File: config.mk
export PLATFORM = sky130hd
export DESIGN_NAME = uart_mem_bridge
export DESIGN_NICKNAME = d
export VERILOG_FILES = /design/src/rtl/uart_bridge_pkg.sv /design/src/rtl/uart_byte_port.sv /design/src/rtl/uart_mem_bridge.sv
export SDC_FILE = /design/constraint.sdc
export NUM_CORES = 1
export LEC_CHECK = 0
export ABC_AREA = 1
export CORE_MARGIN = 8
export CORE_UTILIZATION = 33
export DETAILED_ROUTE_END_ITERATION = 7
export MAX_ROUTING_LAYER = met4
export PLACE_DENSITY_LB_ADDON = 0.12
export SYNTH_ARGS = -nofsm -noshare
export SYNTH_HDL_FRONTEND = slang
export SYNTH_SLANG_ARGS = --single-unit
File: constraint.sdc
create_clock -name clk -period 1.8 [get_ports clk]
set_input_delay 0.27 -clock clk [delete_from_list [all_inputs] [get_ports clk]]
set_output_delay 0.27 -clock clk [all_outputs]
set_load 0.02 [all_outputs]
File: src/rtl/uart_bridge_pkg.sv
// Shared constants and state encoding for the UART memory bridge.
// Command/response byte values used on the wire.
package uart_bridge_pkg;

    localparam logic [7:0] CMD_WRITE = 8'h57;
    localparam logic [7:0] CMD_READ  = 8'h52;
    localparam logic [7:0] RSP_OK    = 8'h4B;
    localparam logic [7:0] RSP_ERR   = 8'h3F;

    typedef enum logic [2:0] {
        S_CMD,
        S_ADDR,
        S_WDATA,
        S_MEM,
        S_RESP
    } state_t;

endpackage

File: src/rtl/uart_byte_port.sv
// Byte-level handshakes towards the UART engine.
// Turns rx_clear and start_tx/tx_done into one-cycle strobes.
module uart_byte_port (
    input  logic       clk,
    input  logic       rst,
    input  logic       rx_available,
    input  logic [7:0] rx_value,
    input  logic       rx_en,
    output logic       rx_clear,
    output logic       byte_valid,
    output logic [7:0] byte_data,
    input  logic       byte_send,
    input  logic [7:0] send_data,
    output logic       send_done,
    output logic       start_tx,
    output logic [7:0] tx_value,
    input  logic       tx_done
);

    logic       rx_clear_q, rx_clear_d;
    logic       byte_valid_q, byte_valid_d;
    logic [7:0] byte_data_q, byte_data_d;
    logic       start_tx_q, start_tx_d;
    logic [7:0] tx_value_q, tx_value_d;
    logic       pend_q, pend_d;
    logic [7:0] pdata_q, pdata_d;
    logic       send_done_q, send_done_d;

    // Next-state for receive acknowledge and transmit request
    always_comb begin
        rx_clear_d   = rx_clear_q;
        byte_valid_d = 1'b0;
        byte_data_d  = byte_data_q;
        if (rx_clear_q) begin
            if (!rx_available) rx_clear_d = 1'b0;
        end else if (rx_en && rx_available) begin
            rx_clear_d   = 1'b1;
            byte_valid_d = 1'b1;
            byte_data_d  = rx_value;
        end

        start_tx_d  = start_tx_q;
        tx_value_d  = tx_value_q;
        pend_d      = pend_q;
        pdata_d     = pdata_q;
        send_done_d = 1'b0;
        if (byte_send) begin
            pend_d  = 1'b1;
            pdata_d = send_data;
        end
        if (start_tx_q) begin
            if (tx_done) begin
                start_tx_d  = 1'b0;
                send_done_d = 1'b1;
            end
        end else if (pend_q && !tx_done) begin
            start_tx_d = 1'b1;
            tx_value_d = pdata_q;
            pend_d     = 1'b0;
        end
    end

    // Handshake registers
    always_ff @(posedge clk) begin
        if (rst) begin
            rx_clear_q   <= 1'b0;
            byte_valid_q <= 1'b0;
            byte_data_q  <= 8'h00;
            start_tx_q   <= 1'b0;
            tx_value_q   <= 8'h00;
            pend_q       <= 1'b0;
            pdata_q      <= 8'h00;
            send_done_q  <= 1'b0;
        end else begin
            rx_clear_q   <= rx_clear_d;
            byte_valid_q <= byte_valid_d;
            byte_data_q  <= byte_data_d;
            start_tx_q   <= start_tx_d;
            tx_value_q   <= tx_value_d;
            pend_q       <= pend_d;
            pdata_q      <= pdata_d;
            send_done_q  <= send_done_d;
        end
    end

    assign rx_clear   = rx_clear_q;
    assign byte_valid = byte_valid_q;
    assign byte_data  = byte_data_q;
    assign start_tx   = start_tx_q;
    assign tx_value   = tx_value_q;
    assign send_done  = send_done_q;

endmodule

File: src/rtl/uart_mem_bridge.sv
// UART command responder driving a request/ready memory port.
// Optional inter-byte timeout: define UART_BRIDGE_TIMEOUT_EN.
module uart_mem_bridge
    import uart_bridge_pkg::*;
#(
    parameter int ADDR_BYTES = 2
`ifdef UART_BRIDGE_TIMEOUT_EN
    , parameter logic [23:0] TIMEOUT_CYCLES = 24'd1000000
`endif
) (
    input  logic                    clk,
    input  logic                    rst,
    input  logic                    rx_available,
    input  logic [7:0]              rx_value,
    output logic                    rx_clear,
    output logic                    start_tx,
    output logic [7:0]              tx_value,
    input  logic                    tx_done,
    output logic                    mem_req,
    output logic                    mem_we,
    output logic [8*ADDR_BYTES-1:0] mem_addr,
    output logic [31:0]             mem_wdata,
    input  logic [31:0]             mem_rdata,
    input  logic                    mem_ready,
    output logic                    busy
);

    localparam int AW = 8 * ADDR_BYTES;

    state_t          state_q, state_d;
    logic [2:0]      cnt_q, cnt_d;
    logic [7:0]      cmd_q, cmd_d;
    logic [AW-1:0]   addr_q, addr_d;
    logic [31:0]     wdata_q, wdata_d;
    logic [31:0]     rdata_q, rdata_d;
    logic            mem_req_q, mem_req_d;
    logic            mem_we_q, mem_we_d;
    logic            send_q, send_d;
    logic [7:0]      sdata_q, sdata_d;
    logic            inflight_q, inflight_d;
    logic            busy_q, busy_d;
`ifdef UART_BRIDGE_TIMEOUT_EN
    logic [23:0]     tmo_q, tmo_d;
`endif

    logic            rx_en;
    logic            byte_valid;
    logic [7:0]      byte_data;
    logic            send_done;

    assign rx_en = (state_q == S_CMD) || (state_q == S_ADDR) ||
                   (state_q == S_WDATA);

    uart_byte_port u_port (
        .clk          (clk),
        .rst          (rst),
        .rx_available (rx_available),
        .rx_value     (rx_value),
        .rx_en        (rx_en),
        .rx_clear     (rx_clear),
        .byte_valid   (byte_valid),
        .byte_data    (byte_data),
        .byte_send    (send_q),
        .send_data    (sdata_q),
        .send_done    (send_done),
        .start_tx     (start_tx),
        .tx_value     (tx_value),
        .tx_done      (tx_done)
    );

    // Frame decoder, memory access and response sequencing
    always_comb begin
        state_d    = state_q;
        cnt_d      = cnt_q;
        cmd_d      = cmd_q;
        addr_d     = addr_q;
        wdata_d    = wdata_q;
        rdata_d    = rdata_q;
        mem_req_d  = mem_req_q;
        mem_we_d   = mem_we_q;
        send_d     = 1'b0;
        sdata_d    = sdata_q;
        inflight_d = inflight_q;
`ifdef UART_BRIDGE_TIMEOUT_EN
        tmo_d      = 24'd0;
`endif
        unique case (state_q)
            S_CMD: begin
                if (byte_valid) begin
                    cmd_d = byte_data;
                    cnt_d = 3'd0;
                    if (byte_data == CMD_WRITE || byte_data == CMD_READ) begin
                        state_d = S_ADDR;
                    end else begin
                        state_d    = S_RESP;
                        inflight_d = 1'b0;
                    end
                end
            end
            S_ADDR: begin
                if (byte_valid) begin
                    addr_d = (addr_q << 8) | AW'(byte_data);
                    if (cnt_q == 3'(ADDR_BYTES - 1)) begin
                        cnt_d = 3'd0;
                        if (cmd_q == CMD_WRITE) begin
                            state_d = S_WDATA;
                        end else begin
                            state_d   = S_MEM;
                            mem_req_d = 1'b1;
                            mem_we_d  = 1'b0;
                        end
                    end else begin
                        cnt_d = cnt_q + 3'd1;
                    end
                end
            end
            S_WDATA: begin
                if (byte_valid) begin
                    wdata_d = {wdata_q[23:0], byte_data};
                    if (cnt_q == 3'd3) begin
                        cnt_d     = 3'd0;
                        state_d   = S_MEM;
                        mem_req_d = 1'b1;
                        mem_we_d  = 1'b1;
                    end else begin
                        cnt_d = cnt_q + 3'd1;
                    end
                end
            end
            S_MEM: begin
                if (mem_ready) begin
                    mem_req_d  = 1'b0;
                    mem_we_d   = 1'b0;
                    if (cmd_q == CMD_READ) rdata_d = mem_rdata;
                    state_d    = S_RESP;
                    cnt_d      = 3'd0;
                    inflight_d = 1'b0;
                end
            end
            S_RESP: begin
                if (!inflight_q) begin
                    send_d     = 1'b1;
                    inflight_d = 1'b1;
                    if (cmd_q == CMD_READ)       sdata_d = rdata_q[31:24];
                    else if (cmd_q == CMD_WRITE) sdata_d = RSP_OK;
                    else                         sdata_d = RSP_ERR;
                end else if (send_done) begin
                    inflight_d = 1'b0;
                    rdata_d    = rdata_q << 8;
                    if (cmd_q != CMD_READ || cnt_q == 3'd3) begin
                        state_d = S_CMD;
                        cnt_d   = 3'd0;
                    end else begin
                        cnt_d = cnt_q + 3'd1;
                    end
                end
            end
            default: state_d = S_CMD;
        endcase
`ifdef UART_BRIDGE_TIMEOUT_EN
        if (state_q == S_ADDR || state_q == S_WDATA) begin
            if (byte_valid) begin
                tmo_d = 24'd0;
            end else if (tmo_q == TIMEOUT_CYCLES - 24'd1) begin
                state_d = S_CMD;
                cnt_d   = 3'd0;
            end else begin
                tmo_d = tmo_q + 24'd1;
            end
        end
`endif
        busy_d = (state_d != S_CMD);
    end

    // Bridge state registers
    always_ff @(posedge clk) begin
        if (rst) begin
            state_q    <= S_CMD;
            cnt_q      <= 3'd0;
            cmd_q      <= 8'h00;
            addr_q     <= '0;
            wdata_q    <= 32'h0;
            rdata_q    <= 32'h0;
            mem_req_q  <= 1'b0;
            mem_we_q   <= 1'b0;
            send_q     <= 1'b0;
            sdata_q    <= 8'h00;
            inflight_q <= 1'b0;
            busy_q     <= 1'b0;
`ifdef UART_BRIDGE_TIMEOUT_EN
            tmo_q      <= 24'd0;
`endif
        end else begin
            state_q    <= state_d;
            cnt_q      <= cnt_d;
            cmd_q      <= cmd_d;
            addr_q     <= addr_d;
            wdata_q    <= wdata_d;
            rdata_q    <= rdata_d;
            mem_req_q  <= mem_req_d;
            mem_we_q   <= mem_we_d;
            send_q     <= send_d;
            sdata_q    <= sdata_d;
            inflight_q <= inflight_d;
            busy_q     <= busy_d;
`ifdef UART_BRIDGE_TIMEOUT_EN
            tmo_q      <= tmo_d;
`endif
        end
    end

    assign mem_req   = mem_req_q;
    assign mem_we    = mem_we_q;
    assign mem_addr  = addr_q;
    assign mem_wdata = wdata_q;
    assign busy      = busy_q;

endmodule
==> results.md <==
* Clock Path Buffers at 2
* Peak VDD IR at 0.631 mV
* R2R Path End: rdata_q[24]
* CTS tree: built
* DP Wirelength at 10.3 mm
* R2r setup slk at 150 ps
* Hold Path End: mem_req
* Pwr dens at 1010 nW/um^2
* Tmin final at 1730 ps
* Port Buffers at 105
* Vias in the first global route at 5,144
* Startpoint types: flop
* Die Y at 148 um
* Synth Instances at 802
* Hold Path Origin: mem_req
* Worst Path Buf+Inv at 1
* Final Hold Vio Count at 0
* CTS Root Cell: clkbuf_16
* FF+latch count, synth at 136
* GP Congestion at 0.833
* Hold_buf cts at 0
* # DRC at 0
* Most frequent cells in the layout: 188 x nor2_1, 143 x nand2_1, 136 x dfxtp_1
* Combinational power share at 9.4%
* Grt total ovfl at 0
* First-pass GRT wire length at 25.4 mm
* Slew HR at 71.7%
* Synthesized area at 5750 um^2
* Avg Cell Area, Syn at 7.17 um^2
* Reg-to-Reg Start: state_q[1]
* P&R area growth vs syn at 34.1%
* Ys Warns at 0
* DR pass1 iterations at 4
* Final setup fails at 0
* Sequential power share at 41.3%
* Critical Path RT at 1530 ps
* Part of the power in the clock network at 49.4%
* Clk sinks at 136
* Status: finished clean
* Register area share after synthesis at 47.3%
* Worst setup EP type: output port
* Initial antenna violation count at 0
* R2r worst-path depth at 8
* Slew @ Worst Pin at 424 ps
* Initial Util at 33.5%
* P_leak at 0.00330 uW
* DRT iter0 DRCs at 282
* Slowest CP cell: clkdlybuf4s50_1
* Kind of critical path: flop to output port
* CTS Buf Count at 17
* Post-DRT Antenna Nets at 0
* Worst clock skew at 10.1 ps
* Critical path data arrival time at 1460 ps
* Cts repair resizes at 0
* Max Clk Rate at 578 MHz
* # rows at 48
* WHS at 450 ps
* Sw Share at 24.0%
* Post-CTS setup repair buffer count at 0
* Largest net degree at the start of global routing at 65
* Critical path cell sequence: clkdlybuf4s50_1
* Hold Path Class: flop to flop
* Die area at 21,900 um^2
* Unrepaired setup endpoints after global routing: no
* Via count at 5,363
* I/O pin cnt at 106
* Post-route clock period utilization at 96.2%
* CP max stage delay at 640 ps
* Hold Crit Depth at 2
* Post-DR wirelength/cell at 13.5 um
* Max-Cap Viols at 0
* Pint at 5940 uW
* Final TNS setup at 0 ps
* Final number of max-transition violations at 0
* Die W at 148 um
* Routed WL at 15.4 mm
* Total GRT Usage at 14.6%
* Most common cell after layout, fill and taps aside: nor2_1
* Nets@finish at 950
* Worst-Skew Late Latency at 430 ps
* Crit-path max FO at 2
* Clock slew at reported path FFs at 60 ps
* Syn Nets at 851
* Share of layout cells above drive strength 1 at 7.55%
* CORE AREA at 17,200 um^2
* Critical path's top delay family: buffers and inverters
* Diode count at 0
* Vias per cell at 4.71
* Sw Pwr at 1880 uW
* Synth cell types at 23
* H-tree Lvls at 4
## sequential cells by signal, indices dropped and copies added (netlist names), 3 cells and up
signal / cells
u_port.tx_value: 8
mem_addr: 16
cnt_q: 3
sdata_q: 8
state_q: 3
mem_wdata: 32
cmd_q: 8
u_port.byte_data: 8
rdata_q: 32
u_port.pdata_q: 8
## power groups by stage
stage,clock network (uW),logic (uW),registers (uW)
2_1_floorplan,0,480,3280
3_3_place_gp,0,724,3290
3_5_place_dp,0,723,3290
4_1_cts,3930,727,3230
5_1_grt,4100,830,3240
6_report,3860,731,3220
## layout make-up
type	count	area (um^2)
Clock buffer	18	429
Clock inverter	14	218
Fill cell	1820	9460
Inverter	48	183
Multi-Input combinational cell	570	2580
Sequential cell	136	2720
Tap cell	225	282
Timing Repair Buffer	128	1300
## worst max path at each step
stage / from / endpoint / slack, ps / cells past startpoint
after floorplan: cmd_q[7] / rdata_q[12] / 400 / 9
after global placement: state_q[0] / cnt_q[2] / 120 / 10
after detailed placement: state_q[0] / cnt_q[2] / 120 / 10
after CTS: mem_we / mem_we / 50 / 1
after global routing: state_q[1] / rdata_q[14] / 6 / 8
final: mem_we / mem_we / 70 / 1
## metrics by stage
step / area [um^2] / std cells / power [uW] / utilization (%) / setup WS [ps]
2_1_floorplan: 5750 / 802 / 3760 / - / 397
3_3_place_gp: 7030 / 1106 / 4020 / 41.0 / 120
3_5_place_dp: 7030 / 1106 / 4010 / 41.0 / 124
4_1_cts: 7680 / 1138 / 7880 / 44.7 / 51.9
5_1_grt: 7710 / 1139 / 8170 / 44.9 / 6.12
6_report: 7710 / 1139 / 7820 / 44.9 / 68.5
## cells in the mapped netlist, drive strengths merged
cell    number  area (um^2)
clkinv       1         3.75
nand3b      25          188
buf         25          193
o21ai       85          437
nor2       192          733
clkbuf      23         88.8
nor3         5         25.0
dfxtp      136         2720
nand2      144          548
a21oi       58          290
nand3       52          260
inv         47          176
ha           4         50.1
a211oi       1         7.51
o211ai       4         30.0
## per-layer routing
metal,share of wire [%],track usage [%],vias to the layer above
met3,4.5,3.49,19
met2,43,21.3,113
met1,51,19.3,2442
li1,-,-,2789
met5,0,-,-
met4,1.5,5.41,0
## kinds of logic after synthesis
| group | Yosys count | synth area share (%) |
|---|---|---|
| compound gates | 148 | 13.3 |
| flops | 136 | 47.3 |
| fa+ha+maj | 4 | 0.870 |
| simple gates | 418 | 30.5 |
| buf+inv | 96 | 8.03 |
No activity file was read; power rests on OpenSTA's default activity.
==> edit 1, RTL diff (config.mk and constraints unchanged) <==
Change the parameter `ADDR_BYTES` from 2 to 1.
--- a/src/rtl/uart_mem_bridge.sv
+++ b/src/rtl/uart_mem_bridge.sv
@@ -3,7 +3,7 @@
 module uart_mem_bridge
     import uart_bridge_pkg::*;
 #(
-    parameter int ADDR_BYTES = 2
+    parameter int ADDR_BYTES = 1
 `ifdef UART_BRIDGE_TIMEOUT_EN
     , parameter logic [23:0] TIMEOUT_CYCLES = 24'd1000000
 `endif
Ports: changed (resized mem_addr); port bits go from 106 to 98. No check against the original RTL was run, so the function may have changed too.
==> edit 1 against the original RTL <==
- sequential share of layout area increased by 0.58 points
- largest power group unchanged
- highest routed layer unchanged
- worst hold slack got worse by 0.022 ns
- area after synthesis decreased by 7.4%
- combinational power decreased by 7.8%
- wire length decreased by 11%
- sequential cell count decreased by 8
- clock power decreased by 10%
- power decreased by 8.0%
- setup slack improved by 0.029 ns
- critical path depth unchanged
- cell area decreased by 7.4%
==> edit 1: results <==
{
  "endpoint": "start_tx",
  "dp_hpwl_um": 9670,
  "grt_use_met1": 0.183,
  "crit_arrival_ns": 1.43,
  "tightest_slew_ns": 0.415,
  "place_inst": 1067,
  "grt_util_all_layers": 0.142,
  "hold_path.class": "in -> reg",
  "avgRoutedWirePerCell_um": 12.4,
  "clock_skew_ns": 0.0101,
  "cp_max_fo": 4,
  "antenna_found_initial": 0,
  "clk_latency_ns": 0.42,
  "p_int_w": 0.00548,
  "cts_root_buffer": "clkbuf_16",
  "vdd_drop_max_mv": 0.652,
  "reg2regPathDepth": 9,
  "vias": 4953,
  "rr_startpoint": "state_q[1]",
  "wl_um": 13700,
  "reg2reg_to": "rdata_q[27]",
  "gp_congestion": 0.842,
  "first_iter_violations": 342,
  "syn-num-nets": 823,
  "synth_cell_types": 26,
  "yosysSeqAreaShare": 0.481,
  "hold_depth": 3,
  "r2r_setup_slack_ns": 0.18,
  "cp-startpoint": "u_port.start_tx",
  "io_buffers": 97,
  "synthTopCellsByCount": "nor2_1 (201), nand2_1 (170), dfxtp_1 (128), o21ai_0 (98), inv_1 (65)",
  "critPathMaxStageDelay_ns": 0.63,
  "p_leak_nw": 3.32,
  "synthTopCellsByArea": "dfxtp_1 (48%), nor2_1 (14%), nand2_1 (12%)",
  "status": "completed",
  "synthesis.instances": 774,
  "use_met3": 0.0394,
  "nets": 919,
  "ys_async_sr_fraction": 0,
  "grt_pass1_vias": 4622,
  "use_met2": 0.207,
  "grt_pass1_wl_um": 22800,
  "drive_above_1_share": 0.0668
}
-- edit 1: cell count changes after synthesis, moves of 4 or more --
cell,change
nand4_1,+9
nand3b_1,-24
inv_1,+26
nand2_1,+27
nor2_1,+12
nand3_1,-44
o21ai_0,+14
dfxtp_1,-8
buf_6,-8
a21oi_1,-22
buf_2,-4
-- edit 1: stage by stage --
stage | instance area [µm²] | worst slack [ns] | utilization
floorplan | 5330 | 0.334 | -
global placement | 6540 | 0.200 | 0.413
detailed placement | 6540 | 0.165 | 0.413
CTS | 7140 | 0.0689 | 0.451
global route | 7140 | 0.0150 | 0.451
finish | 7140 | 0.0973 | 0.451
-- edit 1: layout make-up --
class                           count  area (µm²)
Inverter                           72         273
Timing Repair Buffer              111        1110
Multi-Input combinational cell    540        2320
Sequential cell                   128        2560
Fill cell                        1597        8690
Clock inverter                     11         138
Tap cell                          216         270
Clock buffer                       21         460
-- edit 1: power groups by stage --
stage               registers (W)  clock network (W)  logic [W]
finish                    0.00305            0.00347   0.000674
global route              0.00306            0.00369   0.000780
CTS                       0.00305            0.00354   0.000681
detailed placement        0.00311                  0   0.000675
global placement          0.00310                  0   0.000667
floorplan                 0.00309                  0   0.000440
-- edit 1: cell families after synthesis --
logic type | count (synthesis) | share of synthesized area
compound gates | 139 | 0.133
fa+ha+maj | 4 | 0.00940
buf+inv | 106 | 0.0829
flops | 128 | 0.481
simple gates | 397 | 0.294
-- edit 1: repair_timing --
action | 4_1_cts | 5_1_grt
setup endpoints to repair | 0 | 6
resized for setup | 0 | 3
buffers inserted | 0 | 0
hold buffers | 0 | 0
-- edit 1: worst min-delay path by stage --
stage / slack, ns / endpoint
after floorplan: 0.35 / u_port.start_tx
after global placement: 0.44 / mem_req
after detailed placement: 0.44 / mem_req
after CTS: 0.41 / u_port.rx_clear
after global routing: 0.45 / u_port.rx_clear
final: 0.43 / u_port.rx_clear
-- edit 1: layer usage --
layer	wire length [µm]	up-vias
met3	697	19
met1	6870	2211
met2	5900	102
li1	-	2621
met5	0	-
met4	210	0
==> edit 2, RTL diff (config.mk and constraints unchanged) <==
Made on the original files. Reset style: asynchronous (`rst`), changed in 2 clocked blocks.
--- a/src/rtl/uart_byte_port.sv
+++ b/src/rtl/uart_byte_port.sv
@@ -61,7 +61,7 @@
     end
 
     // Handshake registers
-    always_ff @(posedge clk) begin
+    always_ff @(posedge clk or posedge rst) begin
         if (rst) begin
             rx_clear_q   <= 1'b0;
             byte_valid_q <= 1'b0;
--- a/src/rtl/uart_mem_bridge.sv
+++ b/src/rtl/uart_mem_bridge.sv
@@ -173,7 +173,7 @@
     end
 
     // Bridge state registers
-    always_ff @(posedge clk) begin
+    always_ff @(posedge clk or posedge rst) begin
         if (rst) begin
             state_q    <= S_CMD;
             cnt_q      <= 3'd0;
Behaviour: differs if rst is asserted again (counterexample within 4 cycles, from zero or initial values and one cycle with rst high); with rst held inactive, the same outputs for 10 cycles.
==> edit 2 against the original RTL <==
- worst hold slack worse by 0.072 ns
- sequential cell count stayed put
- utilization fell by 0.51 points
- cell area is 0.45% lower
- critical path depth unchanged
- first-iteration DRC count is 33% lower
- setup slack better by 0.022 ns
- area after synthesis up 1.7%
- wire length fell by 15%
- maximum frequency rose by 1.3%
- global-route usage decreased by 1.9 points
Power is not compared: it rests on default switching activity, and its combinational part moved more than twofold at a synthesized area within 25%.
==> edit 2: results <==
{
  "synth_cell_types": 29,
  "final.min_clock_period_ns": 1.71,
  "clockNetworkAreaShare": 0.0689,
  "grt_pass1_vias": 4404,
  "relSlewSlack": 0.616,
  "gp_congestion": 0.841,
  "design.seq.count": 136,
  "wl_um": 13000,
  "area_share_nonclk_buffers": 0.152,
  "endpoint": "mem_wdata[6]",
  "syn-num-nets": 661,
  "fillers": 1701,
  "multiInputGateArea_um2": 2070,
  "synth_flop_cell": "dfrtp_1",
  "cp_max_fo": 3,
  "reg2reg_to": "busy",
  "multi_input_comb_cells": 394,
  "cp-startpoint": "mem_wdata[6]",
  "synthTopCellsByCount": "nand2_1 (195), dfrtp_1 (136), o21ai_0 (68), inv_1 (57), mux2i_1 (24)",
  "grt_max_degree": 93,
  "grt_util_all_layers": 0.127,
  "synthTopCellsByArea": "dfrtp_1 (58%), nand2_1 (13%), o21ai_0 (5.8%)",
  "crit_arrival_ns": 1.44,
  "drive_above_1_share": 0.107,
  "first_iter_violations": 190,
  "nNonClkInverters": 60,
  "seqCellArea_um2": 3400,
  "r2r_setup_slack_ns": 0.18,
  "via_per_inst": 4.45,
  "signal_buffers": 115,
  "grt_pass1_wl_um": 22100,
  "ys_async_sr_fraction": 1.00,
  "place_inst": 930,
  "dp_hpwl_um": 9070,
  "hold_path.class": "in -> async",
  "status": "completed",
  "firstDrtPassIters": 5
}
edit 2: changes by cell type after synthesis, sizes merged, moves of 6 or more:
cell    delta
nor2     -171
dfrtp    +136
dfxtp    -136
a21oi     -56
nand2     +54
nand3     -30
mux2i     +24
nand3b    -24
clkbuf    -19
o21ai     +16
inv       +12
mux2       +8
buf        -7
nand4      +6
edit 2: metrics by stage:
stage / hold slack (ns) / instance area (µm²) / total power [W] / TNS, ns
floorplan: 0.333 / 5850 / 0.00647 / -22.19
global placement: 0.465 / 7150 / 0.00721 / 0
detailed placement: 0.467 / 7150 / 0.00729 / 0
CTS: 0.378 / 7680 / 0.0105 / 0
global route: 0.413 / 7680 / 0.0111 / 0
finish: 0.378 / 7680 / 0.0103 / 0
edit 2: worst register-to-register path: cells and delay by family (launching register included):
| family | cells | cell delay (ns) |
|---|---|---|
| fa+ha+maj | 2 | 0.48 |
| simple gates | 5 | 0.44 |
| compound gates | 1 | 0.15 |
| flops | 1 | 0.41 |
edit 2: layer usage:
metal  vias to the layer above  GRT usage  wire length, µm  share of wire
li1                       2189          -                -              -
met1                      1964      0.170             6720           0.52
met2                        90      0.179             5580           0.43
met3                        12     0.0376              582          0.045
met4                         0     0.0485              138          0.011
met5                         -          -                0              0
edit 2: kinds of logic (layout without fill, tap and decap cells):
kind of cell,count (synthesis),count (layout),share of synthesized area
simple gates,251,251,0.179
mux,32,32,0.0590
fa+ha+maj,4,4,0.00856
flops,136,136,0.582
buf+inv,82,202,0.0640
compound gates,107,107,0.108
edit 2: power by group through the flow:
stage	combinational, W	sequential [W]	clock, W
after detailed placement	0.00301	0.00428	0
after floorplan	0.00217	0.00430	0
final	0.00297	0.00422	0.00312
after CTS	0.00302	0.00423	0.00323
after global placement	0.00294	0.00427	0
after global routing	0.00339	0.00432	0.00335
